<file path="config.mk">
export PLATFORM = sky130hd
export DESIGN_NAME = input_word_deserializer
export DESIGN_NICKNAME = d
export VERILOG_FILES = /design/src/rtl/input_word_deserializer.sv
export SDC_FILE = /design/constraint.sdc
export NUM_CORES = 1
export LEC_CHECK = 0
export BUFFER_PORTS_ARGS = -buffer_cell sky130_fd_sc_hd__buf_4
export CORE_MARGIN = 10
export CORE_UTILIZATION = 55
export DETAILED_ROUTE_END_ITERATION = 8
export PLACE_DENSITY = 0.78
export RECOVER_POWER = 50
export SYNTH_ARGS = -nofsm -noshare
export SYNTH_HDL_FRONTEND = slang
export SYNTH_SLANG_ARGS = --single-unit
</file>
<file path="constraint.sdc">
create_clock -name clk -period 2.35 [get_ports clk]
set_clock_uncertainty 0.15 [all_clocks]
set_input_delay 0.47 -clock clk [delete_from_list [all_inputs] [get_ports clk]]
set_output_delay 0.47 -clock clk [all_outputs]
set_load 0.02 [all_outputs]
</file>
<file path="src/rtl/input_word_deserializer.sv">
// Multi-lane serial-to-parallel input deserializer.
// Each lane shifts in one bit per qualified strobe; after WORD_WIDTH bits the
// assembled word moves into a one-deep holding register offered to a
// valid/ready consumer, while the next word accumulates behind it.
module input_word_deserializer #(
  parameter  int LANES      = 4,
  parameter  int WORD_WIDTH = 8,
  localparam int CNT_W      = $clog2(WORD_WIDTH)
) (
  input  logic                                 clk,
  input  logic                                 async_rst_n,
  input  logic                                 clk_en,
  input  logic                                 sample_en_i,
  input  logic                                 clear_en_i,
  input  logic                                 bit_order_i,
  input  logic [LANES-1:0]                     data_i,
  output logic [LANES-1:0][WORD_WIDTH-1:0]     word_o,
  output logic                                 word_valid_o,
  input  logic                                 word_ready_i,
  output logic [CNT_W-1:0]                     bit_count_o,
  output logic                                 overrun_o,
  input  logic                                 overrun_clr_i
);

  localparam logic [CNT_W-1:0] LAST_BIT = CNT_W'(WORD_WIDTH - 1);

  // Registered state (stage p0)
  logic [LANES-1:0][WORD_WIDTH-1:0] shift_p0;
  logic [CNT_W-1:0]                 cnt_p0;
  logic                             lsb_mode_p0;
  logic [LANES-1:0][WORD_WIDTH-1:0] word_p0;
  logic                             vld_p0;
  logic                             ovr_p0;

  // Next-state values
  logic [LANES-1:0][WORD_WIDTH-1:0] shift_nxt;
  logic [CNT_W-1:0]                 cnt_nxt;
  logic                             lsb_mode_nxt;
  logic [LANES-1:0][WORD_WIDTH-1:0] word_nxt;
  logic                             vld_nxt;
  logic                             ovr_nxt;

  // Decoded events
  logic                             clear;
  logic                             sample;
  logic                             first_bit;
  logic                             lsb_eff;
  logic                             complete;
  logic                             handshake;
  logic                             load;
  logic                             drop;
  logic [LANES-1:0][WORD_WIDTH-1:0] assembled;

  // Shift one bit into a lane in the selected order.
  function automatic logic [WORD_WIDTH-1:0] shift_in(
    input logic [WORD_WIDTH-1:0] cur,
    input logic                  bit_in,
    input logic                  lsb_first
  );
    if (lsb_first)
      return {bit_in, cur[WORD_WIDTH-1:1]};
    else
      return {cur[WORD_WIDTH-2:0], bit_in};
  endfunction

  // Decode strobes, handshake and completion for this cycle.
  always_comb begin
    clear     = clk_en && clear_en_i;
    sample    = clk_en && sample_en_i && !clear_en_i;
    first_bit = (cnt_p0 == '0);
    // Bit order is only honoured on the first bit of a word.
    lsb_eff   = first_bit ? bit_order_i : lsb_mode_p0;
    complete  = sample && (cnt_p0 == LAST_BIT);
    handshake = vld_p0 && word_ready_i && clk_en;
    load      = complete && (!vld_p0 || handshake);
    drop      = complete && !load;
    for (int l = 0; l < LANES; l++) begin
      assembled[l] = shift_in(shift_p0[l], data_i[l], lsb_eff);
    end
  end

  // Next-state logic for shifter, counter, holding register and overrun flag.
  always_comb begin
    shift_nxt    = shift_p0;
    cnt_nxt      = cnt_p0;
    lsb_mode_nxt = lsb_mode_p0;
    word_nxt     = word_p0;
    vld_nxt      = vld_p0;
    ovr_nxt      = ovr_p0;

    if (clear) begin
      shift_nxt = '0;
      cnt_nxt   = '0;
    end else if (sample) begin
      shift_nxt    = assembled;
      lsb_mode_nxt = lsb_eff;
      // Counter wraps on completion so WORD_WIDTH is never shown.
      cnt_nxt      = complete ? '0 : cnt_p0 + CNT_W'(1);
    end

    if (handshake)
      vld_nxt = 1'b0;
    // A completion in the same cycle as a drain refills the holder.
    if (load) begin
      word_nxt = assembled;
      vld_nxt  = 1'b1;
    end

    if (clk_en && overrun_clr_i)
      ovr_nxt = 1'b0;
    // Setting takes priority over a simultaneous clear.
    if (drop)
      ovr_nxt = 1'b1;
  end

  // State registers; everything holds while clk_en is low.
  always_ff @(posedge clk or negedge async_rst_n) begin
    if (!async_rst_n) begin
      shift_p0    <= '0;
      cnt_p0      <= '0;
      lsb_mode_p0 <= 1'b0;
      word_p0     <= '0;
      vld_p0      <= 1'b0;
      ovr_p0      <= 1'b0;
    end else begin
      shift_p0    <= shift_nxt;
      cnt_p0      <= cnt_nxt;
      lsb_mode_p0 <= lsb_mode_nxt;
      word_p0     <= word_nxt;
      vld_p0      <= vld_nxt;
      ovr_p0      <= ovr_nxt;
    end
  end

  assign word_o       = word_p0;
  assign word_valid_o = vld_p0;
  assign bit_count_o  = cnt_p0;
  assign overrun_o    = ovr_p0;

endmodule

</file>
Word level (Yosys, flattened, before mapping). Index checks and enable logic that the tools add are counted. Widths: inputs -> output; s select.

$add $sub $neg: 1. Equality and inequality tests: 1. Mux-type cells: 14. Bitwise operators: 1. Reduce and logical (&&, ||, !) cells: 18.

Operators with widths (number): $mux 32 (2); $mux 8 (4); $logic_and 1x1->1 (9); $mux 3 (3); $reduce_bool 2->1 (3); $mux 1 (5); $add 3x1->3 const B (1); $eq 3x3->1 const B (1); $logic_not 1->1 (3); $logic_not 3->1 (1); $reduce_and 2->1 (1); $logic_or 1x1->1 (1); $not 1->1 (1).

Bits in registers: 70. Bits of input ports: 12. Output and inout port bits: 37. Logic and storage cells: 47.

Depth between registers and ports, before layout. Gate-level depths: netlist of run 1.

Depth after elaboration: 7. Mapped depth: 7. Gate-level depth less buffers: 6.

Worst setup path after synthesis of run 1. OpenSTA, ideal clock, no wires.

Kind: reg2reg. From: register cnt_p0[0], in the netlist bit_count_o[0]. To: register word_p0 (netlist bit word_o[16]). Library setup time: 0.132 ns. Arrival time: 1.693 ns. Required time: 2.068 ns. Slack: 0.375 ns. Cell stages (with the launch flop): 8. Buffers on the path: 1. Period minus slack after synthesis: 1.975 ns. Path through: dfrtp_1 -> inv_1 -> ha_1 -> nor2b_4 -> mux2i_4 -> buf_8 -> mux2i_1 -> o21ai_1.

Cells in the longest elaborated chain, start to end: 3. Elaborated cells on any way between the ends: 6. Classes of those cells: eq/ne: 1; mux: 2; reduce/logical: 3.

RTL lines: start: declaration (line 29) `logic [CNT_W-1:0] cnt_p0;`; start signal: assignment (line 127) `cnt_p0 <= cnt_nxt;`; $logic_not 3->1 or $eq 3x3->1 (tied branches) (line 70, 73); $mux 1 or $logic_and 1x1->1 (tied branches) (line 72, 73); $mux 8 or $logic_and 1x1->1 (tied branches) (line 60, 75); end signal: assignment (line 129) `word_p0 <= word_nxt;`; end: declaration (line 31) `logic [LANES-1:0][WORD_WIDTH-1:0] word_p0;`.

Several ways; a longest one is shown, not always the timed one. A chain may end at the register's enable or synchronous reset.

Final worst setup path of run 1.
From: register cnt_p0[0], in the netlist bit_count_o[0]. To: register shift_p0[1] (netlist bit).

Cells in the longest elaborated chain, start to end: 5.

RTL lines: $logic_not 3->1 (line 70) `first_bit = (cnt_p0 == '0);`; $mux 1 (line 72) `lsb_eff = first_bit ? bit_order_i : lsb_mode_p0;`; $mux 8 (line 60) `if (lsb_first)`; $mux 32 (line 94) `end else if (sample) begin`; $mux 32 (line 91) `if (clear) begin`; end signal: assignment (line 126) `shift_p0 <= shift_nxt;`; end: declaration (line 28) `logic [LANES-1:0][WORD_WIDTH-1:0] shift_p0;`.

No other way between the ends. The select of a mux whose other input is x is not followed.

==> out/qor.log, run 1 <==
INFO  timing         slew_headroom=47.6%
INFO  clocking       cts_tree=built
INFO  logic_synthesis seq_area_frac_synth=59.7%
INFO  layout         layout.core_utilization=68.2%
INFO  timing         shortest_clock_period_the_worst_path_allows_after_layout=2030ps
INFO  hold_path      endpoint_with_the_worst_hold_slack=overrun_o
INFO  timing         grt_setup_unrepaired=no
INFO  clocking       cts.sink_count=70
INFO  floorplan      design.die.area=0.00865mm^2
INFO  routing        dr.first_iter.drc_count=110
INFO  timing         transition_time_at_the_pin_with_the_least_slew_margin=785ps
INFO  routing        detail_route.wl_per_cell=15.2um
INFO  clocking       insertion_delay=340ps
INFO  placement      post_place_instance_area=0.00339mm^2
INFO  timing         post-route-worst-setup-slack=319ps
INFO  layout         commonest_cells_after_routing_fill_and_taps_aside=70 x sky130_fd_sc_hd__dfrtp_1, 69 x sky130_fd_sc_hd__nand2_1, 62 x sky130_fd_sc_hd__o21ai_1, 38 x sky130_fd_sc_hd__buf_4, 32 x sky130_fd_sc_hd__mux2i_1
INFO  hold_path      worstHoldPathCells=4
INFO  logic_synthesis postSynthCellCount=270
INFO  routing        ant_nets=0
INFO  floorplan      die_w=93.0um
INFO  run            drv_cap=0
INFO  routing        drcViolationCount=0
INFO  hold_path      hp-start=overrun_clr_i
INFO  layout         post_route_cells_drive_above_1_share=19.6%
INFO  setup_path     r2r_setup_slack=320ps
INFO  run_status     status=complete, no violations
INFO  layout         stdcell_count=397
INFO  logic_synthesis yosysWarningCount=0
INFO  routing        route.detailed.vias_per_inst=5.22
INFO  timing         final.setup.tns=0ps
INFO  clocking       h-tree-depth=3
INFO  logic_synthesis netlist-cell-type-count=21
INFO  layout         filler_instances=440
INFO  routing        drt-pass1-iter-count=4
INFO  setup_path     endpoint_kind=register
INFO  timing         final.hold.worst_slack=238ps
INFO  grt            vias_in_the_first_global_route=2248
INFO  clocking       ctsResizeCount=0
INFO  routing        total_routed_length=6.03mm
INFO  clocking       hold_buffers=1
INFO  logic_synthesis syn_nets=285
INFO  timing         highest_clock_rate=492MHz
INFO  setup_path     worst-setup-path-type=register to register
INFO  placement      dp.final_hpwl=4.22mm
INFO  routing        dr_total_vias=2072
INFO  clocking       cts_setup_buffers=0
INFO  placement      preCtsSetupSlack=351ps
INFO  pwr            power.density_cell_area=682mW/mm^2
INFO  layout         final_net_count=337
INFO  setup_path     reg2reg_from=bit_count_o[0]
INFO  placement      gp_routability_congestion=0.775
INFO  pwr            fin_total_pwr=2.39mW
INFO  grt            grt_overflow=0
INFO  grt            globalRouteTotalUtil=15.0%
INFO  logic_synthesis post_synth.cell_area_avg=10.9um^2
INFO  setup_path     worst_setup_path_start_kind=register
INFO  placement      post-place-cells=380
INFO  setup_path     max_fo_critical_path=32
INFO  grt            antenna_violations_before_repair=0
INFO  layout         diode_count=0
INFO  setup_path     critical_path_at=2100ps
INFO  layout         layout_cell_area_excl_fill=0.00351mm^2
INFO  clocking       numCtsBuffers=9
INFO  setup_path     worst-r2r-cell-count=7
INFO  grt            maximum_number_of_pins_on_one_net_before_global_route_repair=34
INFO  timing         finalHoldViolations=0
INFO  placement      place.port_buffers=48
INFO  setup_path     crit-reg2reg-capture=shift_p0[1]
INFO  pwr            p_leak=1.69nW
INFO  timing         timing_max_transition_violations_final=0
INFO  grt            grt_first_pass_wirelength=10.5mm
INFO  clocking       clkTransAtPathRegs=70ps
INFO  timing         fraction_of_the_cycle_the_final_worst_path_needs=86.4%
INFO  logic_synthesis synthesis.area=0.00293mm^2
INFO  clocking       clk_root_buffer_cell=sky130_fd_sc_hd__clkbuf_8
INFO  clocking       maximum_clock_insertion_buffer_count=2
INFO  timing         report.final.setup_viol=0
INFO  pwr            peakVddDrop=0.000462V
INFO  floorplan      starting_density=57.1%
INFO  hold_path      holdCritPathClass=primary input to register
INFO  floorplan      core-area=0.00514mm^2
INFO  floorplan      die-height=93.0um
INFO  floorplan      fp-row-count=26
INFO  floorplan      io_pins=49
INFO  setup_path     cp_data_required_time=2420ps
INFO  logic_synthesis synth-seq-cells=70
INFO  layout         synthToLayoutAreaGrowth=19.5%
INFO  layout         layout_commonest_cell=sky130_fd_sc_hd__dfrtp_1
metal layers:
| layer | track usage (%) | part of all wire, % | vias up |
|---|---|---|---|
| met4 | 7.58 | 2.1 | 0 |
| met2 | 24.5 | 49 | 42 |
| met3 | 4.80 | 6.0 | 13 |
| met5 | 0 | 0 | - |
| li1 | - | - | 1024 |
| met1 | 17.3 | 43 | 993 |
state kept, by name, indices dropped and copies added (netlist names):
register and flops:
lsb_mode_p0 1, bit_count_o 3, word_o 32, shift_p0 32, overrun_o 1, word_valid_o 1
cells in the mapped netlist:
cell                       count  area (um^2)
sky130_fd_sc_hd__dfrtp_1      70         1750
sky130_fd_sc_hd__nand2_1      69          259
sky130_fd_sc_hd__o21ai_1      63          315
sky130_fd_sc_hd__mux2i_1      32          320
sky130_fd_sc_hd__clkbuf_1     12         45.0
sky130_fd_sc_hd__buf_8         3         45.0
sky130_fd_sc_hd__ha_1          3         37.5
sky130_fd_sc_hd__a22o_1        2         17.5
sky130_fd_sc_hd__inv_1         2         7.51
sky130_fd_sc_hd__mux2_2        2         22.5
sky130_fd_sc_hd__o21ai_0       2         10.0
sky130_fd_sc_hd__a22o_2        1         10.0
sky130_fd_sc_hd__and3b_1       1         8.76
sky130_fd_sc_hd__buf_2         1         5.00
sky130_fd_sc_hd__mux2i_4       1         22.5
sky130_fd_sc_hd__nand2b_1      1         6.26
sky130_fd_sc_hd__nand3_4       1         17.5
sky130_fd_sc_hd__nand3b_1      1         7.51
sky130_fd_sc_hd__nand4_1       1         6.26
sky130_fd_sc_hd__nor2_1        1         3.75
sky130_fd_sc_hd__nor2b_4       1         13.8
final cells by class:
type                       instances  area [um^2]  share of cell area [%]
sequential                        70         1750                    50.0
multi-input combinational        182         1080                    30.9
timing repair buffer              57          399                    11.4
clock buffer                      13          159                    4.53
tap                               70         87.6                    2.50
clock inverter                     3         18.8                   0.535
inverter                           2         7.51                   0.214
how the worst max path moves through the flow:
stage | slack, ps | endpoint | startpoint
CTS | 310 | shift_p0[1] | bit_count_o[0]
floorplan | 380 | word_o[16] | bit_count_o[0]
global route | 140 | shift_p0[28] | async_rst_n
detailed placement | 350 | word_o[25] | bit_count_o[0]
global placement | 400 | word_o[26] | bit_count_o[0]
finish | 320 | shift_p0[1] | bit_count_o[0]
power by group:
part           total, mW  switching [mW]  internal (mW)
combinational      0.277           0.154          0.123
clock              0.866           0.426          0.440
sequential          1.25          0.0195           1.23
total               2.39           0.599           1.79
kinds of logic (layout without fill, tap and decap cells):
logic type	count (synthesis)	in the layout	synth area share [%]
compound gates	68	68	12.0
fa+ha+maj	3	3	1.28
simple gates	76	76	11.0
flops	70	70	59.7
buf+inv	18	75	3.50
mux	35	35	12.5
worst max-delay path: stages, from the launching register on:
cell and delay (ps):
sky130_fd_sc_hd__dfrtp_1 400, sky130_fd_sc_hd__inv_1 80, sky130_fd_sc_hd__ha_1 140, sky130_fd_sc_hd__nor2b_4 170
sky130_fd_sc_hd__mux2i_4 260, sky130_fd_sc_hd__buf_12 250, sky130_fd_sc_hd__mux2i_1 330, sky130_fd_sc_hd__o21ai_1 110
(Power assumes the default switching activity.)
==> run 2, diff against run 1 <==
Settings changed: CELL_PAD_IN_SITES_DETAIL_PLACEMENT set to 1, CELL_PAD_IN_SITES_GLOBAL_PLACEMENT set to 1, CORE_UTILIZATION 55 to 43, PLACE_DENSITY 0.78 to not set, PLACE_DENSITY_LB_ADDON set to 0.1.
==> run 2 against run 1 <==
Hold slack lost 8.5 ps. Highest routed layer unchanged. Die area grew 22%. Non-clock buffer count shrank 2. Largest power group unchanged. Critical endpoint is now shift_p0[30].
==> out/qor.log, run 2 (synthesis gave the netlist of run 1 again) <==
INFO  run_status     status=complete, no violations
INFO  layout         filler_instances=720
INFO  timing         timing_max_transition_violations_final=0
INFO  pwr            power.density_cell_area=708mW/mm^2
INFO  timing         finalHoldViolations=0
INFO  clocking       insertion_delay=340ps
INFO  timing         post-route-worst-setup-slack=351ps
INFO  routing        dr_total_vias=2058
INFO  timing         fraction_of_the_cycle_the_final_worst_path_needs=85.1%
INFO  placement      gp_routability_congestion=0.738
INFO  routing        drt-pass1-iter-count=4
INFO  routing        detail_route.wl_per_cell=16.5um
INFO  clocking       ctsResizeCount=0
INFO  routing        route.detailed.vias_per_inst=5.08
INFO  layout         synthToLayoutAreaGrowth=20.9%
INFO  layout         ff_latch_area=0.00175mm^2
INFO  grt            grt_first_pass_wirelength=11.2mm
INFO  placement      post_place_instance_area=0.00340mm^2
INFO  clocking       numCtsBuffers=9
INFO  clocking       h-tree-depth=3
INFO  setup_path     reg2reg_from=bit_count_o[0]
INFO  clocking       clkTransAtPathRegs=80ps
INFO  clocking       cts.sink_count=70
INFO  clocking       cts_tree=built
INFO  layout         stdcell_count=405
INFO  layout         layout_commonest_cell=sky130_fd_sc_hd__dfrtp_1
INFO  routing        dr.first_iter.drc_count=64
INFO  grt            globalRouteTotalUtil=13.8%
INFO  pwr            fin_total_pwr=2.51mW
INFO  pwr            p_leak=1.69nW
INFO  layout         multi_input_gate_area_in_the_final_layout=0.00108mm^2
INFO  routing        drcViolationCount=0
INFO  floorplan      design.die.area=0.0105mm^2
INFO  pwr            peakVddDrop=0.000533V
INFO  hold_path      hp-start=overrun_clr_i
INFO  placement      preCtsSetupSlack=312ps
INFO  setup_path     max_fo_critical_path=32
INFO  grt            vias_in_the_first_global_route=2241
INFO  clocking       maximum_clock_insertion_buffer_count=2
INFO  floorplan      die_w=103um
INFO  routing        total_routed_length=6.68mm
INFO  layout         layout.core_utilization=52.8%
INFO  grt            antenna_violations_before_repair=0
INFO  timing         final.hold.worst_slack=229ps
INFO  placement      post-place-cells=388
INFO  setup_path     worst_setup_path_start_kind=register
INFO  clocking       hold_buffers=1
INFO  clocking       cts_setup_buffers=0
INFO  timing         final.setup.tns=0ps
INFO  setup_path     critical_path_at=2060ps
INFO  timing         highest_clock_rate=500MHz
INFO  setup_path     cp_data_required_time=2410ps
INFO  placement      dp.final_hpwl=4.58mm
INFO  timing         report.final.setup_viol=0
INFO  layout         post_route_cells_drive_above_1_share=19.7%
INFO  floorplan      starting_density=43.6%
INFO  layout         final_net_count=335
INFO  clocking       clk_root_buffer_cell=sky130_fd_sc_hd__clkbuf_8
INFO  layout         layout_cell_area_excl_fill=0.00354mm^2
INFO  routing        ant_nets=0
INFO  timing         shortest_clock_period_the_worst_path_allows_after_layout=2000ps
INFO  floorplan      fp-row-count=30
INFO  floorplan      die-height=103um
INFO  run            drv_cap=0
INFO  setup_path     startpoint=bit_count_o[0]
INFO  layout         diode_count=0
INFO  timing         grt_setup_unrepaired=no
INFO  hold_path      holdCritPathClass=primary input to register
INFO  grt            maximum_number_of_pins_on_one_net_before_global_route_repair=47
INFO  layout         commonest_cells_after_routing_fill_and_taps_aside=70 x sky130_fd_sc_hd__dfrtp_1, 69 x sky130_fd_sc_hd__nand2_1, 62 x sky130_fd_sc_hd__o21ai_1, 37 x sky130_fd_sc_hd__buf_4, 32 x sky130_fd_sc_hd__mux2i_1
INFO  grt            grt_overflow=0
INFO  setup_path     endpoint_kind=register
INFO  setup_path     worst-setup-path-type=register to register
INFO  timing         transition_time_at_the_pin_with_the_least_slew_margin=633ps
INFO  floorplan      io_pins=49
INFO  placement      place.port_buffers=48
INFO  floorplan      core-area=0.00672mm^2
INFO  timing         slew_headroom=57.8%
-- run 2: path summary, 6_finish.rpt --
path | to | slack (ps) | cells after the start
min reg2reg | word_o[0] | 330 | 2
min in group asynchronous | word_o[4] | 420 | 2
max reg2reg | shift_p0[30] | 350 | 7
max in group asynchronous | word_o[2] | 660 | 3
min | overrun_o | 230 | 4
max | shift_p0[30] | 350 | 7
-- run 2: cell type report --
| type | instances | area share, % |
|---|---|---|
| clock inverter | 6 | 1.73 |
| tap | 80 | 2.82 |
| clock buffer | 10 | 3.88 |
| inverter | 2 | 0.212 |
| multi-input combinational | 182 | 30.5 |
| timing repair buffer | 55 | 11.4 |
| sequential | 70 | 49.4 |
-- run 2: routing by layer --
metal / track usage, % / part of all wire, %
met5: 0 / 0
met4: 5.21 / 1.2
met3: 4.42 / 4.5
met2: 21.7 / 47
met1: 17.4 / 47
-- run 2: report_power, final --
group | switching [mW] | internal [mW] | total, mW
logic | 0.156 | 0.124 | 0.281
registers | 0.0190 | 1.23 | 1.25
clock network | 0.467 | 0.515 | 0.982
total | 0.642 | 1.87 | 2.51
-- run 2: critical path: stages, from the launching register on --
cell                      delay, ps
sky130_fd_sc_hd__dfrtp_1        400
sky130_fd_sc_hd__inv_1           90
sky130_fd_sc_hd__ha_1           150
sky130_fd_sc_hd__nor2b_4        180
sky130_fd_sc_hd__mux2i_4        260
sky130_fd_sc_hd__buf_12         260
sky130_fd_sc_hd__mux2i_1        300
sky130_fd_sc_hd__o21ai_1         90
==> run 3, diff against run 2 <==
Clock period 2.35 ns to 2.06 ns, I/O delays scaled along.
==> run 3 against run 2 <==
Wire length increased by 13%. Register-to-register slack got worse by 290 ps. Setup slack got worse by 290 ps. Highest routed layer unchanged. Largest power group unchanged. Power increased by 29%. Non-clock buffer count increased by 10. Clock-buffer cell count increased by 3. Cell count increased by 2.5%. Die area unchanged. Global-route usage decreased by 0.11 points. Flip-flop and latch count unchanged.
==> out/qor.log, run 3 (synthesis gave the netlist of run 1 again) <==
INFO  run_status     status=complete, no violations
INFO  setup_path     worst_setup_endpoint=word_o[7]
INFO  floorplan      die_w=103um
INFO  timing         shortest_clock_period_the_worst_path_allows_after_layout=2000ps
INFO  setup_path     cp_data_required_time=2130ps
INFO  pwr            peakVddDrop=0.000568V
INFO  setup_path     critical_path_at=2070ps
INFO  placement      preCtsSetupSlack=36.5ps
INFO  floorplan      core-area=0.00672mm^2
INFO  run            drv_cap=0
INFO  pwr            power.density_cell_area=820mW/mm^2
INFO  timing         finalHoldViolations=0
INFO  layout         layout_commonest_cell=sky130_fd_sc_hd__dfrtp_1
INFO  timing         timing_max_transition_violations_final=0
INFO  setup_path     endpoint_kind=register
INFO  setup_path     worst-setup-path-type=register to register
INFO  layout         commonest_cells_after_routing_fill_and_taps_aside=70 x sky130_fd_sc_hd__dfrtp_1, 69 x sky130_fd_sc_hd__nand2_1, 62 x sky130_fd_sc_hd__o21ai_1, 53 x sky130_fd_sc_hd__buf_4
INFO  clocking       cts.sink_count=70
INFO  routing        drcViolationCount=0
INFO  timing         highest_clock_rate=500MHz
INFO  routing        route.detailed.vias_per_inst=5.24
INFO  layout         layout.core_utilization=58.9%
INFO  floorplan      fp-row-count=30
INFO  layout         layout_cell_area_excl_fill=0.00396mm^2
INFO  clocking       cts_tree=built
INFO  layout         post_route_cells_drive_above_1_share=33.1%
INFO  grt            maximum_number_of_pins_on_one_net_before_global_route_repair=41
INFO  timing         transition_time_at_the_pin_with_the_least_slew_margin=834ps
INFO  layout         diode_count=0
INFO  grt            grt_overflow=0
INFO  floorplan      starting_density=43.6%
INFO  setup_path     worst_setup_path_start_kind=register
INFO  setup_path     reg2reg_from=bit_count_o[0]
INFO  timing         post-route-worst-setup-slack=58.3ps
INFO  routing        ant_nets=0
INFO  clocking       numCtsBuffers=9
INFO  routing        dr_total_vias=2175
INFO  grt            antenna_violations_before_repair=0
INFO  clocking       h-tree-depth=3
INFO  setup_path     max_fo_critical_path=8
INFO  timing         fraction_of_the_cycle_the_final_worst_path_needs=97.2%
INFO  grt            vias_in_the_first_global_route=2330
INFO  routing        detail_route.wl_per_cell=18.2um
INFO  grt            grt_first_pass_wirelength=11.6mm
INFO  setup_path     crit-reg2reg-capture=word_o[7]
INFO  setup_path     worst-r2r-cell-count=8
INFO  routing        dr.first_iter.drc_count=60
INFO  layout         final_net_count=345
INFO  setup_path     startpoint=bit_count_o[0]
INFO  pwr            p_leak=1.78nW
INFO  setup_path     crit_chain=inv_2, ha_1, nor2b_4, mux2i_4, buf_6, buf_8, mux2i_1, o21ai_1
INFO  placement      place.port_buffers=48
INFO  clocking       clk_root_buffer_cell=sky130_fd_sc_hd__clkbuf_8
INFO  grt            globalRouteTotalUtil=13.7%
INFO  layout         synthToLayoutAreaGrowth=35.0%
INFO  setup_path     slowest_delay=390ps
INFO  timing         final.hold.worst_slack=182ps
INFO  setup_path     cpMaxStageDelayCell=sky130_fd_sc_hd__dfrtp_1
INFO  clocking       insertion_delay=330ps
INFO  routing        drt-pass1-iter-count=4
INFO  floorplan      die-height=103um
INFO  routing        total_routed_length=7.54mm
INFO  placement      post_place_instance_area=0.00343mm^2
INFO  clocking       clkTransAtPathRegs=80ps
INFO  timing         report.final.setup_viol=0
INFO  hold_path      holdCritPathClass=primary input to register
INFO  placement      dp.final_hpwl=4.69mm
INFO  setup_path     r2r_setup_slack=60ps
INFO  clocking       maximum_clock_insertion_buffer_count=2
INFO  floorplan      design.die.area=0.0105mm^2
INFO  timing         slew_headroom=44.4%
INFO  placement      gp_routability_congestion=0.701
INFO  floorplan      io_pins=49
[run 3: changes by cell type in the layout (fill, tap and decap cells not counted), moves of 11 or more]
cell,change
sky130_fd_sc_hd__buf_4,+16
sky130_fd_sc_hd__clkbuf_1,-11
sky130_fd_sc_hd__mux2i_1,-25
sky130_fd_sc_hd__mux2i_2,+13
sky130_fd_sc_hd__mux2i_4,+12
[run 3: final cells by class]
type | count | area (um^2)
fillers | 712 | 2760
well taps | 80 | 100
flip-flops and latches | 70 | 1750
clock inverters | 3 | 65.1
clock buffers | 13 | 169
inverters | 2 | 7.51
repair buffers | 65 | 584
multi-input cells | 182 | 1280
[run 3: through the flow]
step                      TNS (ps)  total power, mW  std cells
after floorplan                  0             1.69        270
after global placement           0             1.78        392
after detailed placement         0             1.79        392
after CTS                        0             3.08        409
after global routing          -462             3.37        415
final                            0             3.25        415
[run 3: power breakdown]
group | internal (mW) | switching, mW
combinational | 0.267 | 0.256
clock | 0.781 | 0.511
sequential | 1.40 | 0.0283
[run 3: repair_timing]
action                                  in CTS  in global routing
buffers inserted                             0                  3
endpoints found under the setup margin       2                 59
hold buffers                                 1                  0
endpoints found under the hold margin       11                  0
gates cloned                                 0                  3
gates resized for setup                      2                 39
pin swaps                                    0                  0
[run 3: per-layer routing]
layer,routed length [um],vias to the layer above,GRT usage (%)
met2,3750,35,22.2
met1,3440,1089,17.5
li1,-,1044,-
met3,296,7,3.28
met5,0,-,0
met4,53,0,4.88
[run 3: critical path: cells and delay by family (launching register included)]
kind            cells  cell delay (ps)
buf+inv             3              370
simple gates        1              180
compound gates      1              100
mux                 2              560
flops               1              390
fa+ha+maj           1              130
[run 3: how the worst min path moves through the flow]
stage	startpoint	end	cells after the start
floorplan	async_rst_n	bit_count_o[0]	0
global placement	async_rst_n	word_o[3]	1
detailed placement	async_rst_n	word_o[3]	1
CTS	overrun_clr_i	overrun_o	4
global route	overrun_clr_i	overrun_o	4
finish	overrun_clr_i	overrun_o	4
